**src/rtl/des_ahb_master.sv**
```systemverilog
// AHB-Lite initiator that runs one Triple DES job through the slave register map and returns the result.
// Optional poll timeout: define DES_MASTER_TIMEOUT_EN (the limit is POLL_LIMIT).
module des_ahb_master #(
  parameter logic [31:0] BASE_ADDR  = 32'h0000_0000,
  parameter int unsigned POLL_LIMIT = 255
) (
  input  logic        HCLK,
  input  logic        HRESET,
  input  logic        cmd_valid,
  output logic        cmd_ready,
  input  logic        cmd_encrypt,
  input  logic [63:0] cmd_data,
  input  logic [63:0] cmd_key1,
  input  logic [63:0] cmd_key2,
  input  logic [63:0] cmd_key3,
  output logic        rsp_valid,
  input  logic        rsp_ready,
  output logic [63:0] rsp_data,
  output logic        rsp_error,
  output logic [31:0] HADDR,
  output logic        HWRITE,
  output logic [1:0]  HTRANS,
  output logic [2:0]  HSIZE,
  output logic [2:0]  HBURST,
  output logic [3:0]  HPROT,
  output logic        HMASTLOCK,
  output logic [63:0] HWDATA,
  input  logic        HREADY,
  input  logic        HRESP,
  input  logic [63:0] HRDATA
);

  // cmd and rsp are valid/ready: a transfer happens on the rising edge where both are high,
  // and the valid side holds its payload stable until that edge.
  typedef enum logic [1:0] {IDLE = 2'd0, ADDR = 2'd1, DATA = 2'd2, RESP = 2'd3} state_t;

  localparam logic [1:0] TRANS_IDLE   = 2'b00;
  localparam logic [1:0] TRANS_NONSEQ = 2'b10;

  state_t      state;
  logic [2:0]  step;
  logic [2:0]  next_step;
  logic        retry;
  logic        enc_q;
  logic [63:0] key1_q;
  logic [63:0] key2_q;
  logic [63:0] key3_q;
  logic [63:0] data_q;
  logic [63:0] operand;

  assign HSIZE     = 3'b011;
  assign HBURST    = 3'b000;
  assign HPROT     = 4'b0011;
  assign HMASTLOCK = 1'b0;
  assign cmd_ready = (state == IDLE) && HRESET;

  // Register offsets are step*8, so step 5 is the status word and step 6 the result.
  function automatic logic [31:0] step_addr(input logic [2:0] s);
    return BASE_ADDR + {26'd0, s, 3'd0};
  endfunction

  always_comb begin
    case (step)
      3'd0:    operand = key1_q;
      3'd1:    operand = key2_q;
      3'd2:    operand = key3_q;
      3'd3:    operand = data_q;
      3'd4:    operand = {62'd0, 1'b1, enc_q};
      default: operand = 64'd0;
    endcase
  end

  always_comb begin
    retry     = (step == 3'd5) && !HRDATA[0];
    next_step = retry ? step : step + 3'd1;
  end

`ifdef DES_MASTER_TIMEOUT_EN
  localparam int unsigned POLL_W = (POLL_LIMIT > 1) ? $clog2(POLL_LIMIT + 1) : 1;
  logic [POLL_W-1:0] poll_cnt;
  logic              poll_expired;
  // The poll just completing is the last one allowed when the counter sits one below the limit.
  assign poll_expired = retry && (poll_cnt == POLL_W'(POLL_LIMIT - 1));
`endif

  always_ff @(posedge HCLK) begin
    if (!HRESET) begin
      state     <= IDLE;
      step      <= 3'd0;
      HTRANS    <= TRANS_IDLE;
      HADDR     <= 32'd0;
      HWRITE    <= 1'b0;
      HWDATA    <= 64'd0;
      rsp_valid <= 1'b0;
      rsp_data  <= 64'd0;
      rsp_error <= 1'b0;
`ifdef DES_MASTER_TIMEOUT_EN
      poll_cnt  <= '0;
`endif
    end else begin
      case (state)
        IDLE: begin
          if (cmd_valid) begin
            enc_q  <= cmd_encrypt;
            key1_q <= cmd_key1;
            key2_q <= cmd_key2;
            key3_q <= cmd_key3;
            data_q <= cmd_data;
            step   <= 3'd0;
            HTRANS <= TRANS_NONSEQ;
            HADDR  <= step_addr(3'd0);
            HWRITE <= 1'b1;
            state  <= ADDR;
`ifdef DES_MASTER_TIMEOUT_EN
            poll_cnt <= '0;
`endif
          end
        end
        ADDR: begin
          if (HREADY) begin
            HTRANS <= TRANS_IDLE;
            HWDATA <= operand;
            state  <= DATA;
          end
        end
        DATA: begin
          // HRESP only counts on the completing cycle; the first error cycle has HREADY low.
          if (HREADY) begin
            if (HRESP) begin
              rsp_valid <= 1'b1;
              rsp_error <= 1'b1;
              rsp_data  <= 64'd0;
              state     <= RESP;
            end else if (step == 3'd6) begin
              rsp_valid <= 1'b1;
              rsp_error <= 1'b0;
              rsp_data  <= HRDATA;
              state     <= RESP;
            end
`ifdef DES_MASTER_TIMEOUT_EN
            else if (poll_expired) begin
              rsp_valid <= 1'b1;
              rsp_error <= 1'b1;
              rsp_data  <= 64'd0;
              state     <= RESP;
            end
`endif
            else begin
              step   <= next_step;
              HTRANS <= TRANS_NONSEQ;
              HADDR  <= step_addr(next_step);
              HWRITE <= (next_step < 3'd5);
              state  <= ADDR;
`ifdef DES_MASTER_TIMEOUT_EN
              if (retry) poll_cnt <= poll_cnt + 1'b1;
`endif
            end
          end
        end
        RESP: begin
          if (rsp_ready) begin
            rsp_valid <= 1'b0;
            state     <= IDLE;
          end
        end
        default: state <= IDLE;
      endcase
    end
  end

endmodule

```
**config.mk**
```make
export PLATFORM = sky130hd
export DESIGN_NAME = des_ahb_master
export DESIGN_NICKNAME = d
export VERILOG_FILES = /design/src/rtl/des_ahb_master.sv
export SDC_FILE = /design/constraint.sdc
export NUM_CORES = 1
export LEC_CHECK = 0
export CAP_MARGIN = 40
export CORE_MARGIN = 5
export CORE_UTILIZATION = 46
export CTS_CLUSTER_SIZE = 16
export DETAILED_ROUTE_END_ITERATION = 16
export GPL_ROUTABILITY_DRIVEN = 0
export PLACE_DENSITY = 0.8
export SKIP_CTS_REPAIR_TIMING = 1
export SYNTH_ARGS = -nofsm -noshare
export SYNTH_HDL_FRONTEND = slang
export SYNTH_SLANG_ARGS = --single-unit
```
**constraint.sdc**
```tcl
create_clock -name HCLK -period 8.7 [get_ports HCLK]
set_clock_uncertainty 0.2 [all_clocks]
set_input_delay 0.87 -clock HCLK [delete_from_list [all_inputs] [get_ports HCLK]]
set_output_delay 0.87 -clock HCLK [all_outputs]
set_load 0.005 [all_outputs]
```
==> summary.txt, run 1 <==
Logic synthesis
  – Post-Syn Area per Cell: 13.1 um^2
  – FF+latch count, synth: 394
  – Syn. warnings: 0
  – Number of standard cells after synthesis: 1182
  – Prevailing post-synth register cell: sky130_fd_sc_hd__edfxtp_1
  – Number of enable-type register cells in the synthesized netlist: 257
  – Mapped Area: 0.0155 mm^2
  – Leading cell types by count after synthesis: 257 x sky130_fd_sc_hd__edfxtp_1, 190 x sky130_fd_sc_hd__nand3b_1, 137 x sky130_fd_sc_hd__dfxtp_1
  – Most frequently used cell type in the post-synthesis netlist: sky130_fd_sc_hd__edfxtp_1
  – Cell type with the highest aggregate area in the netlist: sky130_fd_sc_hd__edfxtp_1
  – Fraction of synthesis flops using an asynchronous set or reset pin: 0
  – Number of different library cells in the post-synthesis netlist: 44
  – Largest cells by area after synthesis: sky130_fd_sc_hd__edfxtp_1 50%, sky130_fd_sc_hd__dfxtp_1 18%, sky130_fd_sc_hd__nand3b_1 9.2%, sky130_fd_sc_hd__nand4b_1 3.7%, sky130_fd_sc_hd__a22o_1 3.6%
  – Seq/Total Area, Yosys: 0.674
  – Top cell type's share of synthesized area: 0.497

Power and ir drop
  – Peak supply drop: 168 uV
  – P_leak: 0.00725 uW
  – Post-route total power: 4300 uW
  – Power per Cell Area: 197 mW/mm^2

Die
  – Die Span X: 194 um
  – Initial cell density of the core: 0.464
  – Number of placement rows: 67
  – Total die area: 0.0375 mm^2
  – CORE AREA: 0.0334 mm^2
  – Io pins: 504
  – Die Height: 194 um

Critical path
  – Worst Reg-to-Reg Cells: 8
  – Number of buffers and inverters on the critical path: 3
  – Endpoint class of the critical path: primary output
  – Critical register-to-register path startpoint: HADDR[5]
  – Highest cell delay on the worst timing path: 0.64 ns
  – Required @ worst endpoint: 7.63 ns
  – Endpoint of the worst register-to-register path: HWDATA[17]
  – Cell family with the largest share of critical-path delay: buffers and inverters
  – Slack of the worst reg-to-reg path: 5.45 ns
  – Arrival time at the worst endpoint: 2.31 ns
  – Startpoint-to-endpoint class of the critical path: primary input to primary output
  – Maximum fanout count along the critical path: 7
  – Most common cell type on the critical path: sky130_fd_sc_hd__clkdlybuf4s50_1
  – Crit start category: primary input
  – Critical Path, Cell by Cell: clkdlybuf4s50_1 > inv_2 > nor3_1 > clkdlybuf4s50_1
  – Cell with the biggest individual delay on the critical path: sky130_fd_sc_hd__clkdlybuf4s50_1

Detailed routing
  – Initial drt markers: 851
  – Antenna Violating Nets Remaining: 0
  – Number of optimization iterations in the first detailed-route pass: 6
  – Vias per std cell: 5.52
  – # DRC: 0
  – Wl on met1: 16700 um
  – Uppermost signal routing layer after detailed routing: met4
  – Post-detailed-routing wire length: 46200 um
  – DR WL/cell: 22.1 um
  – DR vias: 11.5k
  – Met2 Routed Length: 23700 um
  – Met3 wire length: 3950 um

Hold path
  – Startpoint of the worst hold path: rsp_data[53]
  – Hold crit path type: flip-flop to flip-flop
  – Depth of the worst hold-timing path: 2
  – Destination of the worst hold path: rsp_data[53]

Clock network
  – H-tree lvl count: 2
  – Max Root-Sink Buffers: 3
  – Clock transition at the registers of the reported paths: 0.06 ns
  – Clock tree from TritonCTS: yes
  – Root buffer cell: sky130_fd_sc_hd__clkbuf_16
  – Clock buffers created by TritonCTS: 40
  – Clk Latency, worst-skew pair: 0.53 ns
  – Total number of clock tree sinks: 394

Flow run
  – Max-cap violations: 0

Timing
  – Final setup TNS: 0 ns
  – Final Worst Setup Slack: 5.32 ns
  – Period Utilization, post-route: 0.389
  – Setup violators final: 0
  – Final Hold Violating Endpoints: 0
  – Rel. slew slack: 0.416
  – Slew Viols, Final: 0
  – Maximum operating frequency: 0.296 GHz
  – Measured slew at the worst slew-check pin: 0.877 ns
  – Crit path time final: 3.38 ns
  – Setup repair after global routing missed its margin: no
  – Worst Hold Slack: 0.273 ns

Placed design
  – Placed cell area: 0.0204 mm^2
  – Count of buffers inserted at the top-level ports: 462
  – Worst setup slack after placement: 4.79 ns
  – HPWL after DPL: 31200 um

Final layout
  – Area Growth Syn to Fin: 40.3%
  – Fraction of layout cells with a size suffix above 1: 0.0614
  – Count of nets after finishing: 1930
  – Final std cell area, no fill: 0.0218 mm^2

GRT
  – Number of global-route vias before repair: 11.8k
  – First-pass GRT wire length: 69000 um
  – Antenna violations before repair: 11
  – Largest net degree at the start of global routing: 111
  – Overflow left after global routing: 0
  – Global-route usage over all layers: 0.232

Outcome
  – Result of the run: completed
-- worst max-delay path by stage --
stage	depth (start not counted)	from	to	slack, ns
finish	4	HRESET	cmd_ready	5.32
CTS	4	HRESET	cmd_ready	5.31
global route	6	HRESET	key1_q[1]	5.14
floorplan	4	HRESET	data_q[0]	0.55
global placement	5	HRESET	key1_q[11]	4.49
detailed placement	6	HRESET	key3_q[1]	4.79
-- placed cells by master, fill, tap and decap left out, drive strengths merged, types with 5 or more instances in the layout --
cell | synthesis | routed
nand3b | 190 | 190
nand2 | 69 | 69
clkinv | 0 | 14
o21ai | 67 | 67
nand4b | 65 | 65
inv | 6 | 7
clkbuf | 60 | 54
a22o | 63 | 63
dfxtp | 137 | 137
clkdlybuf4s50 | 0 | 461
diode | 0 | 11
buf | 89 | 23
edfxtp | 257 | 257
nand4 | 67 | 67
a21oi | 68 | 68
conb | 2 | 41
ha | 5 | 5
-- per-stage QoR --
| stage | cells | util |
|---|---|---|
| floorplan | 1221 | - |
| global placement | 1996 | 0.604 |
| detailed placement | 2004 | 0.609 |
| CTS | 2077 | 0.650 |
| global route | 2088 | 0.651 |
| finish | 2088 | 0.651 |
-- worst reg2reg max path: stages (launching register included) --
cell and delay [ns]:
sky130_fd_sc_hd__dfxtp_4 0.54, sky130_fd_sc_hd__inv_1 0.18, sky130_fd_sc_hd__ha_2 0.17, sky130_fd_sc_hd__buf_4 0.66, sky130_fd_sc_hd__nor2_1 0.20, sky130_fd_sc_hd__a21oi_4 0.29, sky130_fd_sc_hd__buf_16 0.21, sky130_fd_sc_hd__buf_4 0.47
sky130_fd_sc_hd__a22o_1 0.27
-- registers in the layout, summed over array words and instances (netlist names) --
name       cells
key3_q        64
HWRITE         1
key1_q        64
rsp_data      64
rsp_valid      1
enc_q          1
HWDATA        64
HTRANS         1
rsp_error      1
key2_q        64
state          2
data_q        64
HADDR          3
-- final cells by class --
cell class,instances,area (um^2)
flip-flops and latches,394,10500
diodes,11,27.5
well taps,448,561
clock inverters,19,206
clock buffers,54,1170
fillers,2342,11700
repair buffers,484,4900
multi-input cells,672,4440
inverters,6,22.5
-- cell families (layout without fill, tap and decap cells) --
logic type	after synthesis	after routing	share of synthesized area
AO/OA/AOI/OAI	214	214	0.0887
other	2	52	0.000484
multiplexers	2	2	0.00137
adder cells (fa/ha/maj)	5	5	0.00403
AND/OR/NAND/NOR	410	410	0.180
buffers and inverters	155	563	0.0517
flip-flops	394	394	0.674
-- power by group --
group          internal [uW]  leakage (uW)  switching, uW
logic                    220       0.00308            177
registers               2100       0.00348           36.6
clock network           1070      0.000684            701
-- routing by layer --
metal  global-route usage  vias to the layer above
met5                    0                        -
met4               0.0973                        0
met3               0.0624                       96
met2                0.407                      581
met1                0.268                     5588
li1                     -                     5266
No activity file was read; power rests on OpenSTA's default activity.
==> inputs of run 2 (changes only) <==
CORE_UTILIZATION = 42   (was 46)
PLACE_DENSITY = 0.77   (was 0.8)
clock period = 2.9 ns   (was 8.7 ns; I/O delays follow)
==> run 2 against run 1 <==
  * Flip-flop and latch count unchanged
  * Worst setup slack worse by 5.1 ns
  * Global-route usage fell by 0.99 points
  * Routed wire length grew 3.2%
  * Sequential share of layout area is 0.33 points lower
  * Cell count is 1.2% higher
  * Worst hold slack worse by 0.22 ns
  * Cell area increased by 0.69%
  * Utilization fell by 5.1 points
  * Clock power grew to 3.0 times the previous value
  * Non-clock buffer count grew 4
  * Sequential power increased to 3.0 times the previous value
==> summary.txt, run 2 (synthesized netlist as in run 1, its figures left out) <==
Die
  – Total die area: 0.0409 mm^2 (+9.0%)
  – CORE AREA: 0.0365 mm^2 (+9.2%)
  – Die Height: 202 um (+4.4%)
  – Die Span X: 202 um (+4.4%)
  – Initial cell density of the core: 0.425 (-0.0391)
  – Number of placement rows: 70 (+4.5%)
  – Io pins: 504 (unchanged)

Critical path
  – Cell family with the largest share of critical-path delay: buffers and inverters
  – Required @ worst endpoint: 2.41 ns (-5.22 ns)
  – Cell with the biggest individual delay on the critical path: sky130_fd_sc_hd__clkdlybuf4s50_1
  – Arrival time at the worst endpoint: 2.23 ns (-0.08 ns)
  – Highest cell delay on the worst timing path: 0.67 ns (+0.03 ns)
  – Endpoint class of the critical path: primary output
  – Number of buffers and inverters on the critical path: 2 (-1)
  – Startpoint-to-endpoint class of the critical path: flip-flop to primary output
  – Maximum fanout count along the critical path: 195 (+188)
  – Worst Reg-to-Reg Cells: 6 (-2)
  – Crit start category: flip-flop
  – Critical register-to-register path startpoint: HADDR[3]
  – Slack of the worst reg-to-reg path: 0.33 ns (-5.12 ns)
  – Critical Path, Cell by Cell: buf_12 > clkdlybuf4s50_1
  – Endpoint of the worst register-to-register path: rsp_data[45]

Final layout
  – End-of-flow core utilization: 0.601 (-0.0507)
  – Count of nets after finishing: 1936 (+0.31%)
  – Area Growth Syn to Fin: 41.3%
  – Fill count: 2811 (+20%)
  – Commonest non-fill, non-tap cells in the layout: 461 x sky130_fd_sc_hd__clkdlybuf4s50_1, 257 x sky130_fd_sc_hd__edfxtp_1, 190 x sky130_fd_sc_hd__nand3b_1
  – Most common library cell in the layout ignoring fill and taps: sky130_fd_sc_hd__clkdlybuf4s50_1
  – Fraction of layout cells with a size suffix above 1: 0.0641 (+0.00272)

Power and ir drop
  – Net switching fraction of the power: 0.220 (+0.00746)
  – Logic pwr share: 0.094 (+0.002)
  – P_leak: 0.00728 uW (+0.42%)
  – Peak supply drop: 450 uV (+170%)
  – Switching power: 2850 uW (+210%)
  – Cell-internal power: 10100 uW (+200%)
  – Flop pwr share: 0.497 (about the same)
  – Power per Cell Area: 590 mW/mm^2 (+200%)
  – Part of the power in the clock network: 0.410 (about the same)

Flow run
  – Max-cap violations: 0 (unchanged)

Timing
  – Worst Hold Slack: 0.0530 ns (-0.220 ns)
  – Final Worst Setup Slack: 0.177 ns (-5.14 ns)
  – Maximum operating frequency: 0.367 GHz
  – Slew Viols, Final: 0 (unchanged)
  – Crit path time final: 2.72 ns
  – Setup repair after global routing missed its margin: no
  – Measured slew at the worst slew-check pin: 0.873 ns (-0.00412 ns)
  – Setup violators final: 0 (unchanged)
  – Final Hold Violating Endpoints: 0 (unchanged)
  – Rel. slew slack: 0.418 (+0.00274)
  – Period Utilization, post-route: 0.939

Detailed routing
  – DR WL/cell: 22.5 um (+1.9%)
  – DR vias: 11.6k (+0.81%)
  – Post-detailed-routing wire length: 47600 um (+3.2%)
  – # DRC: 0 (unchanged)
  – Antenna Violating Nets Remaining: 0 (unchanged)
  – Vias per std cell: 5.50 (-0.43%)
  – Number of optimization iterations in the first detailed-route pass: 7 (+1)
  – Initial drt markers: 727 (-15%)

Clock network
  – Clk Latency, worst-skew pair: 0.56 ns (+0.03 ns)
  – H-tree lvl count: 2 (unchanged)
  – Clock tree from TritonCTS: yes
  – Total number of clock tree sinks: 394 (unchanged)
  – Clock buffers created by TritonCTS: 42 (+5.0%)
  – Root buffer cell: sky130_fd_sc_hd__clkbuf_16
  – Max Root-Sink Buffers: 3 (unchanged)
  – Clock transition at the registers of the reported paths: 0.06 ns (about the same)

GRT
  – Largest net degree at the start of global routing: 196 (+77%)
  – First-pass GRT wire length: 70800 um (+2.6%)
  – Number of global-route vias before repair: 12.1k (+2.2%)
  – Antenna violations before repair: 14 (+3)
  – Global-route usage over all layers: 0.222 (-0.00990)
  – Overflow left after global routing: 0 (unchanged)

Placed design
  – HPWL after DPL: 32500 um (+3.9%)
  – Worst setup slack after placement: 0.375 ns (-4.42 ns)
  – Count of buffers inserted at the top-level ports: 462 (unchanged)

Hold path
  – Hold crit path type: primary input to flip-flop
  – Depth of the worst hold-timing path: 4 (+2)
  – Startpoint of the worst hold path: HRESP
  – Destination of the worst hold path: HADDR[3]

Outcome
  – Result of the run: completed
run 2: final cells by class:
type                       instances  area (um^2)  area share
tap                              468          586      0.0267
antenna                            8         20.0    0.000913
timing repair buffer             488         4980       0.227
sequential                       394        10500       0.477
clock buffer                      65         1260      0.0574
inverter                           6         30.0     0.00137
multi-input combinational        672         4480       0.204
clock inverter                    13          115     0.00525
run 2: routing by layer:
layer	routed length (um)	vias to the layer above	track usage
met5	66	-	0
met4	1620	10	0.0941
met3	4350	99	0.0619
met2	24100	592	0.385
met1	17500	5629	0.258
li1	-	5294	-
run 2: power by group through the flow:
stage	Sequential, uW	Combinational [uW]	Clock, uW
after floorplan	6520	473	0
after global placement	6530	1200	0
after detailed placement	6540	1220	0
after CTS	6420	1230	5420
after global routing	6440	1300	5630
final	6420	1210	5300
run 2: metrics by stage:
stage | instances | power, uW | TNS, ns | area [um^2]
after floorplan | 1221 | 6990 | -58.96 | 15700
after global placement | 2027 | 7730 | 0 | 20500
after detailed placement | 2028 | 7760 | 0 | 20500
after CTS | 2106 | 13100 | 0 | 21900
after global routing | 2111 | 13400 | 0 | 21900
final | 2114 | 12900 | 0 | 21900
run 2: worst max path at each step:
stage          startpoint  depth (start not counted)            to  slack (ns)
6_report         HADDR[5]                          2      HADDR[5]        0.18
5_1_grt          HADDR[5]                          2      HADDR[5]        0.14
4_1_cts          HADDR[5]                          2      HADDR[5]        0.28
3_5_place_dp     HADDR[3]                          6  rsp_data[45]        0.38
3_3_place_gp     HADDR[3]                          6     HWDATA[0]        0.45
2_1_floorplan      HRESET                          4     data_q[0]       -0.23
run 2: worst reg2reg max path, stage by stage, from the launching register on:
cell and delay, ns:
sky130_fd_sc_hd__dfxtp_1 0.41, sky130_fd_sc_hd__inv_1 0.22, sky130_fd_sc_hd__ha_4 0.20, sky130_fd_sc_hd__a21o_2 0.68, sky130_fd_sc_hd__buf_4 0.42, sky130_fd_sc_hd__nand4b_1 0.18
sky130_fd_sc_hd__a21oi_1 0.19
==> inputs of run 3 (changes only) <==
CORE_AREA = 2 2 195 197   (was not set)
CORE_MARGIN = not set   (was 5)
CORE_UTILIZATION = not set   (was 42)
DIE_AREA = 0 0 197 199   (was not set)
DONT_BUFFER_PORTS = 1   (was not set)
PLACE_DENSITY = not set   (was 0.77)
==> run 3 against run 2 <==
  * The run now fails in global routing
  * Synthesized cell count unchanged
  * Area after synthesis unchanged
==> summary.txt, run 3 <==
Logic synthesis
  – Number of different library cells in the post-synthesis netlist: 44 (unchanged)
  – FF+latch count, synth: 394 (unchanged)
  – Post-synthesis share of cell area spent on xor and xnor gates: 0 (unchanged)
  – Fraction of synthesis flops using an asynchronous set or reset pin: 0 (unchanged)
  – Largest cells by area after synthesis: sky130_fd_sc_hd__edfxtp_1 50%, sky130_fd_sc_hd__dfxtp_1 18%, sky130_fd_sc_hd__nand3b_1 9.2%, sky130_fd_sc_hd__nand4b_1 3.7%, sky130_fd_sc_hd__a22o_1 3.6%
  – Cell type with the highest aggregate area in the netlist: sky130_fd_sc_hd__edfxtp_1
  – Mapped Area: 0.0155 mm^2 (unchanged)
  – Number of standard cells after synthesis: 1182 (unchanged)
  – Leading cell types by count after synthesis: 257 x sky130_fd_sc_hd__edfxtp_1, 190 x sky130_fd_sc_hd__nand3b_1, 137 x sky130_fd_sc_hd__dfxtp_1
  – Compound-cell area share of the yosys netlist: 0.0887 (unchanged)
  – Post-Syn Area per Cell: 13.1 um^2 (unchanged)
  – Seq/Total Area, Yosys: 0.674 (unchanged)
  – Syn. warnings: 0 (unchanged)
  – Prevailing post-synth register cell: sky130_fd_sc_hd__edfxtp_1
  – Mux contribution to synthesized area: 0.00137 (unchanged)
  – Number of enable-type register cells in the synthesized netlist: 257 (unchanged)
  – Most frequently used cell type in the post-synthesis netlist: sky130_fd_sc_hd__edfxtp_1
  – Combinational family with the most area after synthesis: simple AND/OR/NAND/NOR gates
  – Share of synthesized cell area in and, or, nand and nor gates: 0.180 (unchanged)
  – Top cell type's share of synthesized area: 0.497 (unchanged)
  – Adder and majority gate portion of the synthesized area: 0.00403 (unchanged)

Die
  – Die Span X: 197 um (-2.6%)
  – Initial cell density of the core: 0.418 (-0.00699)
  – Io pins: 504 (unchanged)
  – Die Height: 199 um (-1.6%)
  – Number of placement rows: 71 (+1.4%)

Clock network
  – Total number of clock tree sinks: 394 (unchanged)
  – Clock buffers created by TritonCTS: 42 (unchanged)
  – Max Root-Sink Buffers: 3 (unchanged)
  – Root buffer cell: sky130_fd_sc_hd__clkbuf_16
  – H-tree lvl count: 2 (unchanged)

Outcome
  – First error in the log: [ERROR RSZ-0060] Max buffer count reached.
  – Result of the run: aborted with a tool error
  – Stage where the flow stopped: global routing

Placed design
  – HPWL after DPL: 26300 um (-19%)
  – Count of buffers inserted at the top-level ports: 0 (-100%)
  – Placed cells: 1572 (-22%)

GRT
  – Largest net degree at the start of global routing: 154
-- run 3: kinds of logic after synthesis --
family | Yosys count
other cells | 2
simple gates | 410
mux | 2
fa+ha+maj | 5
buf+inv | 155
compound gates | 214
flops | 394
-- run 3: stage by stage --
step                       util  area [um^2]  setup WS, ns
after floorplan               -        15700        -0.229
after global placement    0.430        16000         0.521
after detailed placement  0.430        16000         0.456
after CTS                 0.466        17300         0.452
==> inputs of run 4 (changes only) <==
CORE_AREA = not set   (was 2 2 195 197)
CORE_UTILIZATION = 40   (was not set)
CTS_CLUSTER_SIZE = not set   (was 16)
DIE_AREA = not set   (was 0 0 197 199)
PLACE_DENSITY_LB_ADDON = 0.15   (was not set)
clock period = 3.8 ns   (was 2.9 ns; I/O delays follow)
==> run 4 against run 3 <==
  * The run now ends clean
==> summary.txt, run 4 (synthesized netlist as in run 1, its figures left out) <==
Outcome
  – Result of the run: completed

Critical path
  – Startpoint-to-endpoint class of the critical path: flip-flop to flip-flop
  – Arrival time at the worst endpoint: 3.32 ns
  – Crit path from: HADDR[3]
  – Crit start category: flip-flop
  – Required @ worst endpoint: 4.04 ns
  – Critical register-to-register path startpoint: HADDR[3]
  – Maximum fanout count along the critical path: 50
  – Worst Reg-to-Reg Cells: 7
  – Slack of the worst reg-to-reg path: 0.73 ns
  – Endpoint class of the critical path: flip-flop
  – Endpoint of the worst register-to-register path: HWRITE

Die
  – Die Span X: 199 um (+1.0%)
  – Total die area: 0.0396 mm^2
  – Io pins: 504 (unchanged)
  – Die Height: 199 um (about the same)
  – Number of placement rows: 71 (unchanged)
  – CORE AREA: 0.0379 mm^2
  – Initial cell density of the core: 0.409 (-0.00881)

Timing
  – Worst Hold Slack: 0.0264 ns
  – Period Utilization, post-route: 0.808
  – Setup repair after global routing missed its margin: no
  – Final setup TNS: 0 ns
  – Maximum operating frequency: 0.326 GHz
  – Measured slew at the worst slew-check pin: 0.905 ns
  – Rel. slew slack: 0.397
  – Crit path time final: 3.07 ns
  – Slew Viols, Final: 0
  – Setup violators final: 0
  – Final Hold Violating Endpoints: 0

Final layout
  – Count of nets after finishing: 1805
  – Most common library cell in the layout ignoring fill and taps: sky130_fd_sc_hd__dlygate4sd3_1
  – Commonest non-fill, non-tap cells in the layout: 328 x sky130_fd_sc_hd__dlygate4sd3_1, 257 x sky130_fd_sc_hd__edfxtp_1, 190 x sky130_fd_sc_hd__nand3b_1
  – Area Growth Syn to Fin: 32.3%
  – Fill count: 3122
  – Fraction of layout cells with a size suffix above 1: 0.0677

GRT
  – Largest net degree at the start of global routing: 110
  – Antenna violations before repair: 5
  – Overflow left after global routing: 0
  – First-pass GRT wire length: 59000 um
  – Number of global-route vias before repair: 9185
  – Global-route usage over all layers: 0.202

Hold path
  – Destination of the worst hold path: state[0]
  – Hold crit path type: primary input to flip-flop
  – Startpoint of the worst hold path: cmd_valid
  – Depth of the worst hold-timing path: 3

Clock network
  – Total number of clock tree sinks: 394 (unchanged)
  – Clock transition at the registers of the reported paths: 0.06 ns
  – Max Root-Sink Buffers: 3 (unchanged)
  – Root buffer cell: sky130_fd_sc_hd__clkbuf_16
  – Clock buffers created by TritonCTS: 43 (+2.4%)
  – Clk Latency, worst-skew pair: 0.56 ns
  – H-tree lvl count: 2 (unchanged)
  – Clock tree from TritonCTS: yes

Flow run
  – Max-cap violations: 0

Power and ir drop
  – Power per Cell Area: 473 mW/mm^2
  – Peak supply drop: 391 uV
  – P_leak: 0.00689 uW
  – Post-route total power: 9710 uW

Detailed routing
  – Number of optimization iterations in the first detailed-route pass: 5
  – Vias per std cell: 5.47
  – DR WL/cell: 22.4 um
  – DR vias: 11.1k
  – # DRC: 0
  – Initial drt markers: 757
  – Post-detailed-routing wire length: 45300 um
  – Antenna Violating Nets Remaining: 0

Placed design
  – HPWL after DPL: 26900 um (+2.1%)
  – Count of buffers inserted at the top-level ports: 0 (unchanged)
-- run 4: per-layer routing --
metal,share of wire,track usage,vias up
li1,-,-,5026
met1,0.39,0.231,5462
met2,0.50,0.337,478
met3,0.084,0.0785,86
met4,0.027,0.0843,4
met5,0.00062,0,-
-- run 4: power breakdown --
group	total [uW]	internal, uW	leakage [uW]	switching, uW
clock	4050	2370	0.000669	1680
combinational	746	368	0.00274	378
sequential	4920	4810	0.00348	108
total	9710	7550	0.00689	2160
-- run 4: stage by stage --
stage / setup slack [ns] / instances / instance area (um^2) / util
after detailed placement: 1.16 / 1610 / 15900 / 0.419
after global routing: 0.605 / 2020 / 20600 / 0.542
final: 0.728 / 2021 / 20600 / 0.542
after CTS: 1.16 / 1688 / 17200 / 0.454
after floorplan: 0.369 / 1221 / 15700 / -
after global placement: 1.24 / 1608 / 15800 / 0.418
-- run 4: critical path, stage by stage (launching register included) --
cell,delay [ns]
sky130_fd_sc_hd__dfxtp_1,0.42
sky130_fd_sc_hd__inv_1,0.20
sky130_fd_sc_hd__ha_4,0.50
sky130_fd_sc_hd__a21o_2,0.50
sky130_fd_sc_hd__buf_12,0.28
sky130_fd_sc_hd__o211ai_1,0.14
sky130_fd_sc_hd__o311a_1,0.13
sky130_fd_sc_hd__dlygate4sd3_1,0.55
-- run 4: cell type report --
class                      instances  area [um^2]  area share
antenna                            4         10.0    0.000487
clock buffer                      62         1220      0.0593
clock inverter                    16          143     0.00694
inverter                           6         22.5     0.00110
multi-input combinational        672         4460       0.217
sequential                       394        10500       0.509
tap                              511          639      0.0311
timing repair buffer             356         3600       0.175
-- run 4: worst max-delay path by stage --
stage / end / slack [ns] / cells past startpoint
after floorplan: data_q[0] / 0.37 / 4
after global placement: HWDATA[62] / 1.24 / 6
after detailed placement: HWDATA[62] / 1.16 / 6
after CTS: HWDATA[62] / 1.16 / 6
after global routing: HWRITE / 0.61 / 7
final: HWRITE / 0.73 / 7
==> RTL edit (flow settings as in run 4) <==
The 4 states of `state_t` get a one-hot encoding in 4 bits.
--- a/src/rtl/des_ahb_master.sv
+++ b/src/rtl/des_ahb_master.sv
@@ -32,7 +32,7 @@
 
   // cmd and rsp are valid/ready: a transfer happens on the rising edge where both are high,
   // and the valid side holds its payload stable until that edge.
-  typedef enum logic [1:0] {IDLE = 2'd0, ADDR = 2'd1, DATA = 2'd2, RESP = 2'd3} state_t;
+  typedef enum logic [3:0] {IDLE = 4'b0001, ADDR = 4'b0010, DATA = 4'b0100, RESP = 4'b1000} state_t;
 
   localparam logic [1:0] TRANS_IDLE   = 2'b00;
   localparam logic [1:0] TRANS_NONSEQ = 2'b10;
Behaviour: no difference found for any inputs over 4 cycles, from zero or initial values and one cycle with HRESET low; so few cycles prove little.
==> RTL edit against run 4 <==
The flow now stops in global routing; synthesized area is 4.4% lower.
==> RTL edit: results (changes against run 4) <==
GRT
  – Pin count of the biggest net entering global routing: 68

Clock tree
  – TritonCTS buffer count: 43 (unchanged)
  – Clock net sink count: 396 (+0.51%)
  – CTS H-tree depth: 2 (unchanged)
  – CTS Buffer Depth: 3 (unchanged)
  – Root Driver: clkbuf_16

Yosys
  – Post-synth EDFFs: 257 (unchanged)
  – Post-synthesis sequential area ratio: 70.71% (+3.4 points)
  – Top cells by area, synth: edfxtp_1 52%, dfxtp_1 19%, a22oi_1 6.3%
  – Commonest cells in the synthesized netlist: 257 x edfxtp_1, 139 x dfxtp_1, 133 x a21oi_1, 131 x nand2_1, 125 x a22oi_1
  – Mapped Cells: 1114 (-5.8%)
  – Async SR Flop Fraction: 0% (unchanged)
  – Yosys warns: 0 (unchanged)
  – Yosys cell types: 46 (+4.5%)

Placed design
  – DP Cell Count: 1519 (-5.7%)
  – DP Wirelength: 26510 um (-1.4%)
  – Pre-CTS setup slack: 1120 ps (-39.57 ps)
  – Port buffer count: 0 (unchanged)

Outcome
  – Outcome: did not finish
  – Stage reached: global routing
  – Halt Reason: [ERROR RSZ-0060] Max buffer count reached.
[RTL edit: kinds of logic after synthesis]
| group | after synthesis | synth area share, % |
|---|---|---|
| other | 2 | 0.05057 |
| buffers and inverters | 132 | 5.081 |
| AO/OA/AOI/OAI | 342 | 15.17 |
| XOR/XNOR | 1 | 0.05899 |
| adder cells (fa/ha/maj) | 5 | 0.4213 |
| AND/OR/NAND/NOR | 235 | 8.435 |
| flip-flops | 396 | 70.71 |
| multiplexers | 1 | 0.07583 |
[RTL edit: stage by stage]
step	instance area, um^2	hold slack (ps)
CTS	16650	-335.1
detailed placement	15180	262.3
global placement	15130	258.2
floorplan	15000	248.3
